===== config.mk =====
export PLATFORM = sky130hd
export DESIGN_NAME = dmem_arbiter_flat
export DESIGN_NICKNAME = d
export VERILOG_FILES = /design/src/rtl/dmem_arbiter_if.sv /design/src/rtl/dmem_arbiter.sv /design/src/flat_wrapper.sv
export SDC_FILE = /design/constraint.sdc
export NUM_CORES = 1
export LEC_CHECK = 0
export BUFFER_PORTS_ARGS = -buffer_cell sky130_fd_sc_hd__buf_2
export CAP_MARGIN = 20
export CORE_MARGIN = 1.5
export CORE_UTILIZATION = 41
export DETAILED_ROUTE_END_ITERATION = 8
export HOLD_SLACK_MARGIN = 0.03
export PLACE_DENSITY = 0.71
export RECOVER_POWER = 50
export SLEW_MARGIN = 20
export SYNTH_ARGS = -nofsm -noshare
export SYNTH_HDL_FRONTEND = slang
export SYNTH_SLANG_ARGS = --single-unit

===== constraint.sdc =====
create_clock -name Clk -period 4.44 [get_ports Clk]
set_input_delay 0 -clock Clk [delete_from_list [all_inputs] [get_ports Clk]]
set_output_delay 0 -clock Clk [all_outputs]
set_load 0.1 [all_outputs]

===== src/rtl/dmem_arbiter_if.sv =====
// rtl/dmem_arbiter_if.sv - requester and memory-side signal bundle for dmem_arbiter
// master: requesters plus the memory device; slave: the arbiter itself.
interface dmem_arbiter_if #(
  parameter int AW = 32,
  parameter int DW = 32
);
  logic          Req0;
  logic          We0;
  logic [AW-1:0] Addr0;
  logic [DW-1:0] Wdata0;
  logic          Ack0;
  logic          Err0;
  logic [DW-1:0] Rdata0;

  logic          Req1;
  logic          We1;
  logic [AW-1:0] Addr1;
  logic [DW-1:0] Wdata1;
  logic          Ack1;
  logic          Err1;
  logic [DW-1:0] Rdata1;

  logic [AW-1:0] Mem_address;
  logic [DW-1:0] Mem_write_data;
  logic          Mem_read;
  logic          Mem_write;
  logic [DW-1:0] Mem_read_data;

  modport master (
    output Req0, We0, Addr0, Wdata0,
    input  Ack0, Err0, Rdata0,
    output Req1, We1, Addr1, Wdata1,
    input  Ack1, Err1, Rdata1,
    input  Mem_address, Mem_write_data, Mem_read, Mem_write,
    output Mem_read_data
  );

  modport slave (
    input  Req0, We0, Addr0, Wdata0,
    output Ack0, Err0, Rdata0,
    input  Req1, We1, Addr1, Wdata1,
    output Ack1, Err1, Rdata1,
    output Mem_address, Mem_write_data, Mem_read, Mem_write,
    input  Mem_read_data
  );
endinterface


===== src/rtl/dmem_arbiter.sv =====
// rtl/dmem_arbiter.sv - round-robin two-port arbiter for the single-port data memory
// Each grant becomes one Mem_read/Mem_write strobe; out-of-range addresses never reach memory.
module dmem_arbiter #(
  parameter int MEM_DEPTH = 1000,
  parameter int AW        = 32,
  parameter int DW        = 32
) (
  input logic           Clk,
  input logic           Rst,
  dmem_arbiter_if.slave bus
);

  typedef enum logic [2:0] {IDLE, WRITE, READ, RDATA, REJECT} state_t;

  localparam logic [AW:0] DEPTH_LIM = (AW+1)'(MEM_DEPTH);

  state_t        state;
  state_t        state_nxt;

  logic          gnt;
  logic          gnt_nxt;
  logic          last_grant;
  logic          take;
  logic          sel_we;
  logic [AW-1:0] sel_addr;
  logic [DW-1:0] sel_wdata;

  logic          we_q;
  logic [AW-1:0] addr_q;
  logic [DW-1:0] wdata_q;
  logic [DW-1:0] rdata0_q;
  logic [DW-1:0] rdata1_q;

  logic          done;
  logic          err;

  always_ff @(posedge Clk or posedge Rst) begin
    if (Rst) begin
      state <= IDLE;
    end else begin
      state <= state_nxt;
    end
  end

  // Arbitration only happens in IDLE; on a tie the port that did not win last time goes.
  always_comb begin
    state_nxt = state;
    gnt_nxt   = gnt;
    take      = 1'b0;
    sel_we    = 1'b0;
    sel_addr  = '0;
    sel_wdata = '0;
    case (state)
      IDLE: begin
        if (bus.Req0 && (!bus.Req1 || last_grant)) begin
          take    = 1'b1;
          gnt_nxt = 1'b0;
        end else if (bus.Req1) begin
          take    = 1'b1;
          gnt_nxt = 1'b1;
        end
        sel_we    = gnt_nxt ? bus.We1    : bus.We0;
        sel_addr  = gnt_nxt ? bus.Addr1  : bus.Addr0;
        sel_wdata = gnt_nxt ? bus.Wdata1 : bus.Wdata0;
        if (take) begin
          if ({1'b0, sel_addr} >= DEPTH_LIM) begin
            state_nxt = REJECT;
          end else if (sel_we) begin
            state_nxt = WRITE;
          end else begin
            state_nxt = READ;
          end
        end
      end
      READ:    state_nxt = RDATA;
      WRITE,
      RDATA,
      REJECT:  state_nxt = IDLE;
      default: state_nxt = IDLE;
    endcase
  end

  always_ff @(posedge Clk or posedge Rst) begin
    if (Rst) begin
      gnt        <= 1'b0;
      last_grant <= 1'b1;
      we_q       <= 1'b0;
      addr_q     <= '0;
      wdata_q    <= '0;
      rdata0_q   <= '0;
      rdata1_q   <= '0;
    end else begin
      if (take) begin
        gnt        <= gnt_nxt;
        last_grant <= gnt_nxt;
        we_q       <= sel_we;
        addr_q     <= sel_addr;
        wdata_q    <= sel_wdata;
      end
      if (state == RDATA) begin
        if (gnt) begin
          rdata1_q <= bus.Mem_read_data;
        end else begin
          rdata0_q <= bus.Mem_read_data;
        end
      end else if (state == REJECT && !we_q) begin
        if (gnt) begin
          rdata1_q <= '0;
        end else begin
          rdata0_q <= '0;
        end
      end
    end
  end

  // Strobes depend only on state and latched values, so port inputs cannot disturb them.
  always_comb begin
    bus.Mem_read       = 1'b0;
    bus.Mem_write      = 1'b0;
    bus.Mem_address    = '0;
    bus.Mem_write_data = '0;
    done               = 1'b0;
    err                = 1'b0;
    case (state)
      WRITE: begin
        bus.Mem_write      = 1'b1;
        bus.Mem_address    = addr_q;
        bus.Mem_write_data = wdata_q;
        done               = 1'b1;
      end
      READ: begin
        bus.Mem_read    = 1'b1;
        bus.Mem_address = addr_q;
      end
      RDATA:  done = 1'b1;
      REJECT: begin
        done = 1'b1;
        err  = 1'b1;
      end
      default: ;
    endcase

    bus.Ack0 = done && !gnt;
    bus.Ack1 = done && gnt;
    bus.Err0 = err && !gnt;
    bus.Err1 = err && gnt;

    // Bypass lets read data appear with Ack; the register holds it afterwards.
    bus.Rdata0 = rdata0_q;
    bus.Rdata1 = rdata1_q;
    if (state == RDATA) begin
      if (gnt) begin
        bus.Rdata1 = bus.Mem_read_data;
      end else begin
        bus.Rdata0 = bus.Mem_read_data;
      end
    end else if (state == REJECT && !we_q) begin
      if (gnt) begin
        bus.Rdata1 = '0;
      end else begin
        bus.Rdata0 = '0;
      end
    end
  end

endmodule


===== src/flat_wrapper.sv =====
// flat-port wrapper written by rule: the top's interface ports become plain ports
module dmem_arbiter_flat 
#(
  parameter int MEM_DEPTH = 1000,
  parameter int AW        = 32,
  parameter int DW        = 32
)
  (Clk, Rst, bus_Req0, bus_We0, bus_Addr0, bus_Wdata0, bus_Ack0, bus_Err0, bus_Rdata0, bus_Req1, bus_We1, bus_Addr1, bus_Wdata1, bus_Ack1, bus_Err1, bus_Rdata1, bus_Mem_address, bus_Mem_write_data, bus_Mem_read, bus_Mem_write, bus_Mem_read_data);
  dmem_arbiter_if #(.AW(AW), .DW(DW)) bus_i ();
  input logic Clk;
  input logic Rst;
  input wire logic [$bits(bus_i.Req0)-1:0] bus_Req0;
  input wire logic [$bits(bus_i.We0)-1:0] bus_We0;
  input wire logic [$bits(bus_i.Addr0)-1:0] bus_Addr0;
  input wire logic [$bits(bus_i.Wdata0)-1:0] bus_Wdata0;
  output wire logic [$bits(bus_i.Ack0)-1:0] bus_Ack0;
  output wire logic [$bits(bus_i.Err0)-1:0] bus_Err0;
  output wire logic [$bits(bus_i.Rdata0)-1:0] bus_Rdata0;
  input wire logic [$bits(bus_i.Req1)-1:0] bus_Req1;
  input wire logic [$bits(bus_i.We1)-1:0] bus_We1;
  input wire logic [$bits(bus_i.Addr1)-1:0] bus_Addr1;
  input wire logic [$bits(bus_i.Wdata1)-1:0] bus_Wdata1;
  output wire logic [$bits(bus_i.Ack1)-1:0] bus_Ack1;
  output wire logic [$bits(bus_i.Err1)-1:0] bus_Err1;
  output wire logic [$bits(bus_i.Rdata1)-1:0] bus_Rdata1;
  output wire logic [$bits(bus_i.Mem_address)-1:0] bus_Mem_address;
  output wire logic [$bits(bus_i.Mem_write_data)-1:0] bus_Mem_write_data;
  output wire logic [$bits(bus_i.Mem_read)-1:0] bus_Mem_read;
  output wire logic [$bits(bus_i.Mem_write)-1:0] bus_Mem_write;
  input wire logic [$bits(bus_i.Mem_read_data)-1:0] bus_Mem_read_data;
  assign bus_i.Req0 = bus_Req0;
  assign bus_i.We0 = bus_We0;
  assign bus_i.Addr0 = bus_Addr0;
  assign bus_i.Wdata0 = bus_Wdata0;
  assign bus_Ack0 = bus_i.Ack0;
  assign bus_Err0 = bus_i.Err0;
  assign bus_Rdata0 = bus_i.Rdata0;
  assign bus_i.Req1 = bus_Req1;
  assign bus_i.We1 = bus_We1;
  assign bus_i.Addr1 = bus_Addr1;
  assign bus_i.Wdata1 = bus_Wdata1;
  assign bus_Ack1 = bus_i.Ack1;
  assign bus_Err1 = bus_i.Err1;
  assign bus_Rdata1 = bus_i.Rdata1;
  assign bus_Mem_address = bus_i.Mem_address;
  assign bus_Mem_write_data = bus_i.Mem_write_data;
  assign bus_Mem_read = bus_i.Mem_read;
  assign bus_Mem_write = bus_i.Mem_write;
  assign bus_i.Mem_read_data = bus_Mem_read_data;
  dmem_arbiter #(.MEM_DEPTH(MEM_DEPTH), .AW(AW), .DW(DW)) u_core (.Clk(Clk), .Rst(Rst), .bus(bus_i));
endmodule

==> flow_summary.toml, run 1 <==
[sta]
setup_viol = 0
fin_worst_skew_ns = 0.0136
final.period_utilization_pct = 73.0
hold_viol_final = 0
max_slew.worst_pin.slew_ns = 3.08
relSlewSlack_pct = -106
drv_slew = 137
rsz0062_at_grt = "false"
fmax_ghz = 0.309
min_period_ns = 3.24
finalSetupTns_ns = 0

[setup_path]
worst_path_largest_cell_delay_ns = 1.17
cp-end-kind = "primary output"
cp_data_arrival_time_ns = 3.24
path_cells = "nor2b_1 > nand2_1 > o21ai_0 > nand2b_1 > clkbuf_1 > a22o_1 > buf_2"
ff2ff_path_depth = 7
worstPathRequired_ns = 4.44
crit_start = "u_core.state[0]"
reg2reg_slack_ns = 1.61
critical_path.endpoint = "bus_Rdata0[15]"
crit_slowest_cell = "clkbuf_1"
startpoint_type = "flip-flop"
crit_type = "reg -> out"
r2r_end = "u_core.state[1]"
crit_path_max_fanout = 32
r2r_start = "u_core.gnt"

[finish]
syn_to_final_growth_pct = 64.0
drive_gt1_share_pct = 33.9
stdcell_area_um2 = 9910
fin_cells = 1204
fin_util_pct = 68.4
final_net_count = 1171
nFillCells = 1044

[placement]
place.port_buffers = 299
place_inst = 1006
dp_hpwl_um = 12400
dpl-instance-area_um2 = 7710
place_congestion = 0.842

[status]
failed_checks = "capacitance limit, slew limit"
status = "finished, violations left"

[floorplanning]
die_w_um = 124
start_util_pct = 41.7
row_count = 44
io_pins = 300
fp.coreArea_um2 = 14500
dieArea_um2 = 15500
die_y_um = 124

[cts]
ctsHoldBuffers = 164
cts_buffers = 17
postCtsSetupRepairBufs = 0
clk_pin_slew_worst_paths_ns = 0.05
clkSinkCount = 134
clk_latency_ns = 0.42
htree_levels = 4
cts_max_path_buffers = 2
cts_tree = "yes"
cts_root_buf = "clkbuf_16"
cts_resized = 0

[global_route]
grt_pass1_vias = 6446
grt_overflow = 0
track_usage_pct = 27.3
grt_max_degree = 103
antenna_found_initial = 2
grt_first_pass_wirelength_um = 33300

[pwr]
power_density_nw_per_um2 = 393
ir_drop_mv = 0.267
leakage_nw = 5.10

[yosys]
synth_top_area_share_pct = 55.1
ys_warn_count = 0
synth_area_um2 = 6040
ys_ff_latch = 134
ys_seq_area_share_pct = 55.5
synth_area_leaders = "dfrtp_1, mux2i_1, a22o_1, a21oi_1, nor2_1"
yosysMostFrequentCell = "dfrtp_1"
synth_nets = 718
synthArstFlopShare_pct = 100
ys.flop_type = "dfrtp_1"
synth_edf_count = 0
avgSynthCellArea_um2 = 10.9
synth_top_cell_by_area = "dfrtp_1"
synth_cells = 552
synth.distinct_cells = 32
yosys-top-cells-count = "dfrtp_1, nor2_1, a21oi_1"

[flow_run]
maxCapViolCount = 3

[routing]
vias = 6201
drtAntennaViolNets = 0
drtPass1Iterations = 4
routed_wl_um = 21200
viasPerCell = 5.15
drtIter0Drc = 308
drc = 0
wire_per_inst_um = 17.6

[min_path]
hold_class = "in -> reg"
-- metrics by stage --
stage / hold WS [ns] / setup WS [ns] / total power (W)
after CTS: 0.0581 / 1.60 / 0.00388
final: 0.0659 / 1.20 / 0.00390
after floorplan: 0.207 / 0.859 / 0.00211
after global routing: 0.0952 / 0.894 / 0.00406
after detailed placement: 0.252 / 2.14 / 0.00232
after global placement: 0.232 / 2.19 / 0.00230
-- power by group --
group / switching, W / total, W / internal, W
clock network: 0.000532 / 0.00137 / 0.000840
registers: 0.0000884 / 0.00148 / 0.00139
logic: 0.000617 / 0.00104 / 0.000426
-- sequential cells by signal, indices dropped and copies added (netlist names) --
name,flops
u_core.we_q,1
u_core.state,3
u_core.rdata1_q,32
u_core.gnt,1
u_core.addr_q,32
u_core.last_grant,1
u_core.wdata_q,32
u_core.rdata0_q,32
-- worst max-delay path, delay by kind of cell (launching register included) --
kind,cells,cell delay (ns)
buffers and inverters,2,1.62
AO/OA/AOI/OAI,2,0.46
flip-flops,1,0.39
AND/OR/NAND/NOR,3,0.34
-- placed cells by master, fill, tap and decap left out, types with 17 or more instances in the layout --
master,instances
dfrtp_1,133
clkbuf_16,17
mux2i_1,65
buf_2,295
dlygate4sd3_1,164
nor2_1,71
nor2b_1,35
a21oi_1,67
and2_1,33
a22o_1,64
-- cell type report --
| type | count | area (um2) | area share, % |
|---|---|---|---|
| antenna | 2 | 5.00 | 0.0505 |
| clock buffer | 20 | 447 | 4.51 |
| clock inverter | 12 | 129 | 1.30 |
| inverter | 3 | 12.5 | 0.126 |
| multi-input combinational | 374 | 2510 | 25.3 |
| sequential | 134 | 3350 | 33.9 |
| tap | 184 | 230 | 2.32 |
| timing repair buffer | 475 | 3220 | 32.5 |
-- metal layers --
metal  track usage [%]  share of wire [%]  up-vias
li1                  -                  -     2876
met4              14.8                4.7        0
met5                 0                  0        -
met2              46.2                 50      321
met1              31.1                 38     2925
met3              7.90                7.0       79
-- cell families (layout without fill, tap and decap cells) --
logic type      count (synthesis)  in the layout  share of synthesized area (%)
compound gates                140            140                           15.8
buf+inv                        44            510                           3.31
flops                         134            134                           55.5
mux                            65             65                           10.8
other cells                     0              2                              0
simple gates                  169            169                           14.5
-- how the worst min path moves through the flow --
stage	from	to	slack (ns)	cells past startpoint
final	bus_Req1	u_core.gnt	0.07	3
after detailed placement	Rst	u_core.rdata0_q[11]	0.25	2
after floorplan	bus_Addr1[0]	u_core.addr_q[0]	0.21	2
after global placement	Rst	u_core.wdata_q[22]	0.23	2
after CTS	bus_Req1	u_core.gnt	0.06	3
after global routing	bus_Req1	u_core.last_grant	0.1	3
Note: power is estimated with default switching activity, not from simulation.
==> inputs of run 2 (changes only) <==
Clock period 4.44 ns to 3.1 ns, I/O delays scaled along.
==> run 2 against run 1 <==
The run still ends with capacitance limit, slew limit left. Clock power up 47%. Design area about the same. Global-route usage up 0.22 points. Die area unchanged. Cell count about the same. Clock skew down 0.0028 ns.
==> flow_summary.toml, run 2 (synthesis results as in run 1) <==
[global_route]
track_usage_pct = 27.5
grt_overflow = 0
grt_first_pass_wirelength_um = 33900
grt_pass1_vias = 6553
antenna_found_initial = 1
grt_max_degree = 80

[sta]
hold_viol_final = 0
whs_ns = 0.0979
relSlewSlack_pct = -29.2
final.period_utilization_pct = 82.7
setup_viol = 0
max_slew.worst_pin.slew_ns = 1.94
drv_slew = 80
fin_worst_skew_ns = 0.0108
finalSetupTns_ns = 0
rsz0062_at_grt = "false"
min_period_ns = 2.56
fmax_ghz = 0.390

[routing]
viasPerCell = 5.11
drc = 0
drtIter0Drc = 298
drtAntennaViolNets = 0
routed_wl_um = 20800
wire_per_inst_um = 17.3
vias = 6148
drtPass1Iterations = 5

[cts]
cts_tree = "yes"
htree_levels = 4
clk_latency_ns = 0.42
ctsHoldBuffers = 164
cts_resized = 0
postCtsSetupRepairBufs = 0
clkSinkCount = 134
clk_pin_slew_worst_paths_ns = 0.05
cts_buffers = 17
cts_max_path_buffers = 2
cts_root_buf = "clkbuf_16"

[floorplanning]
row_count = 44
start_util_pct = 41.7
die_w_um = 124
dieArea_um2 = 15500
io_pins = 300
die_y_um = 124
fp.coreArea_um2 = 14500

[pwr]
power_density_nw_per_um2 = 566
clkPwrFrac_pct = 35.9
swShare_pct = 31.4
p_int_w = 0.00385
sequentialPowerShare_pct = 37.6
power.net_switching_w = 0.00176
share_comb_of_total_power_pct = 26.4
ir_drop_mv = 0.401
total_power_w = 0.00561
leakage_nw = 5.11

[placement]
dp_hpwl_um = 12300
place.port_buffers = 299
place_inst = 1006
place_congestion = 0.849

[setup_path]
startpoint_type = "flip-flop"
cp-end-kind = "primary output"
cp_data_arrival_time_ns = 2.56
crit_type = "reg -> out"
reg2reg_slack_ns = 0.65
crit_path_max_fanout = 26
worstPathRequired_ns = 3.10

[flow_run]
maxCapViolCount = 1

[finish]
mostFrequentLayoutCell = "buf_2"
drive_gt1_share_pct = 34.1
syn_to_final_growth_pct = 64.2
fin_cells = 1203
final_net_count = 1171
layout_common_cells = "buf_2, dlygate4sd3_1, dfrtp_1"

[min_path]
hold_class = "in -> reg"

[status]
status = "finished, violations left"
failed_checks = "capacitance limit, slew limit"
## run 2: cell count changes in the layout (fill, tap and decap cells not counted)
cell / previous run / this run
clkbuf_1: 8 / 6
clkinv_2: 4 / 3
clkbuf_2: 2 / 3
diode_2: 2 / 1
buf_2: 295 / 294
buf_12: 1 / 0
buf_4: 7 / 9
clkbuf_8: 1 / 3
## run 2: worst max-delay path, stage by stage, from the launching register on
cell	delay, ns
dfrtp_1	0.47
or3b_1	0.42
o21ai_0	0.21
nand2_1	0.22
buf_4	0.29
a22o_1	0.24
buf_2	0.30
## run 2: cell type report
type,count,area [um2]
multi-input cells,374,2510
flip-flops and latches,134,3350
clock inverters,11,124
clock buffers,21,470
diodes,1,2.50
inverters,3,12.5
fillers,1026,4560
repair buffers,475,3210
well taps,184,230
## run 2: metal layers
| metal | share of wire [%] | routed length [um] | GRT usage [%] | vias to the layer above |
|---|---|---|---|---|
| met3 | 7.1 | 1470 | 8.72 | 50 |
| met2 | 51 | 10600 | 48.0 | 282 |
| met5 | 0 | 0 | 0 | - |
| met4 | 2.9 | 612 | 11.8 | 0 |
| met1 | 39 | 8110 | 30.9 | 2948 |
| li1 | - | - | - | 2868 |
## run 2: power groups by stage
stage               sequential [W]  combinational, W  clock (W)
CTS                        0.00210           0.00146    0.00205
global route               0.00214           0.00159    0.00213
floorplan                  0.00209          0.000930          0
detailed placement         0.00213           0.00119          0
global placement           0.00212           0.00117          0
finish                     0.00211           0.00148    0.00202
## run 2: final timing paths
path | endpoint | start | cells past startpoint
min in group asynchronous | u_core.rdata0_q[16] | Rst | 3
min reg2reg | u_core.rdata0_q[13] | u_core.rdata0_q[13] | 1
max | bus_Rdata1[25] | u_core.state[1] | 6
max in group asynchronous | u_core.state[1] | Rst | 4
max reg2reg | u_core.addr_q[29] | u_core.gnt | 6
min | u_core.state[1] | bus_Addr1[24] | 5
## run 2: per-stage QoR
| step | cell area, um2 | utilization [%] | worst slack (ns) |
|---|---|---|---|
| global placement | 7710 | 53.2 | 1.09 |
| finish | 9920 | 68.5 | 0.535 |
| detailed placement | 7710 | 53.2 | 1.03 |
| floorplan | 6040 | - | 0.104 |
| global route | 9920 | 68.5 | 0.361 |
| CTS | 9940 | 68.7 | 0.567 |
==> inputs of run 3 (changes only) <==
Settings changed: PLACE_DENSITY 0.71 to 0.74.
Clock period 3.1 ns to 2.05 ns, I/O delays scaled along.
==> run 3 against run 2 <==
The flow finishes with violations (capacitance limit, slew limit, setup timing). Worst setup slack worse by 0.62 ns. Cell count up 1.2%. Clock-buffer cell count stayed put. Critical path depth unchanged. Clock skew increased by 0.0023 ns. Utilization rose by 18 points. Sequential power increased by 55%.
==> flow_summary.toml, run 3 (synthesis results as in run 1) <==
[cts]
clk_pin_slew_worst_paths_ns = 0.05
cts_tree = "yes"
htree_levels = 4
cts_root_buf = "clkbuf_16"
cts_buffers = 17
clkSinkCount = 134
clk_latency_ns = 0.42
cts_max_path_buffers = 2

[setup_path]
crit_path_max_fanout = 16
worstPathRequired_ns = 2.05
crit_type = "reg -> out"
cp-end-kind = "primary output"
startpoint_type = "flip-flop"
cp_data_arrival_time_ns = 2.14
r2r_start = "u_core.gnt"
crit_start = "u_core.state[2]"

[routing]
drtPass1Iterations = 7
routed_wl_um = 29700
drtIter0Drc = 613
viasPerCell = 5.79
vias = 7058
drtAntennaViolNets = 0
drc = 0
wire_per_inst_um = 24.4

[finish]
multiInputGateArea_um2 = 2870
mostFrequentLayoutCell = "buf_2"
fin_cells = 1218
layout_common_cells = "buf_2, dlygate4sd3_1, dfrtp_1"
syn_to_final_growth_pct = 107
nFillCells = 599
final_net_count = 1184
stdcell_area_um2 = 12500
seq_area_um2 = 3350
drive_gt1_share_pct = 45.9

[sta]
setup_viol = 64
relSlewSlack_pct = -13.3
drv_slew = 135
setup_slack_ns = -0.0884
fmax_ghz = 0.468
final.period_utilization_pct = 104
min_period_ns = 2.14
max_slew.worst_pin.slew_ns = 1.70
hold_viol_final = 0
rsz0062_at_grt = "true"
fin_worst_skew_ns = 0.0131

[placement]
dp_hpwl_um = 12900
place_congestion = 0.816
dpl-instance-area_um2 = 8910
place.port_buffers = 299
dpl_worst_slack_ns = 0.244
place_inst = 1007

[floorplanning]
io_pins = 300
start_util_pct = 41.7
die_w_um = 124
row_count = 44
fp.coreArea_um2 = 14500
dieArea_um2 = 15500
die_y_um = 124

[pwr]
leakage_nw = 5.82
ir_drop_mv = 0.656
power_density_nw_per_um2 = 746

[global_route]
antenna_found_initial = 3
grt_max_degree = 135
track_usage_pct = 35.3
grt_first_pass_wirelength_um = 42300
grt_overflow = 0
grt_pass1_vias = 7472

[flow_run]
maxCapViolCount = 1

[min_path]
hold_class = "in -> reg"
holdCritStartpoint = "bus_Req1"

[status]
failed_checks = "capacitance limit, slew limit, setup timing"
status = "finished, violations left"
run 3: area by class of cell:
type	count	share of cell area, %
Timing Repair Buffer	488	42.9
Sequential cell	134	26.8
Multi-Input combinational cell	374	23.0
Clock buffer	21	3.68
Tap cell	184	1.84
Clock inverter	11	1.57
Inverter	3	0.150
Antenna cell	3	0.0600
run 3: final timing paths:
path                                        to  slack, ns  depth (start not counted)
max                              bus_Rdata1[2]      -0.09                          6
min                                u_core.we_q       0.16                          4
max reg2reg                  u_core.addr_q[12]       0.06                          5
min reg2reg                u_core.rdata1_q[22]       0.51                          1
max in group asynchronous     u_core.addr_q[5]       0.24                          4
min in group asynchronous  u_core.rdata1_q[25]       0.75                          4
run 3: critical path, cell delays in order (launching register included):
cell and delay (ns):
dfrtp_1 0.38, or3b_4 0.41, o21ai_4 0.17, nand2_4 0.12, buf_16 0.20, a22o_2 0.26
buf_12 0.17
run 3: report_power, final:
group	internal [W]	switching (W)	leakage (nW)	total [W]
sequential	0.00301	0.000267	1.67	0.00328
combinational	0.00109	0.00151	3.83	0.00261
clock	0.00223	0.00122	0.314	0.00345
run 3: per-layer routing:
metal	track usage [%]	wire length (um)	up-vias
met3	11.2	2680	197
met5	0	0	-
met4	17.2	2180	0
met1	37.1	9960	3405
met2	63.4	14800	561
li1	-	-	2895
run 3: metrics by stage:
step                      total power [W]  setup TNS (ns)  util [%]  hold slack, ns
after floorplan                   0.00460          -19.45         -           0.207
after CTS                         0.00903           -3.41      84.6           0.115
after detailed placement          0.00509               0      61.5           0.266
final                             0.00934           -3.89      86.4           0.156
after global placement            0.00504               0      61.5           0.257
after global routing              0.00961          -23.25      86.4           0.178
run 3: what timing repair did:
item                                   CTS  global route
pin swaps                                2             7
endpoints found under the hold margin  263             0
resized for setup                      249            58
gates cloned                             2             1
hold buffers                           163             0
setup endpoints to repair               92           120
buffers inserted                         3             7
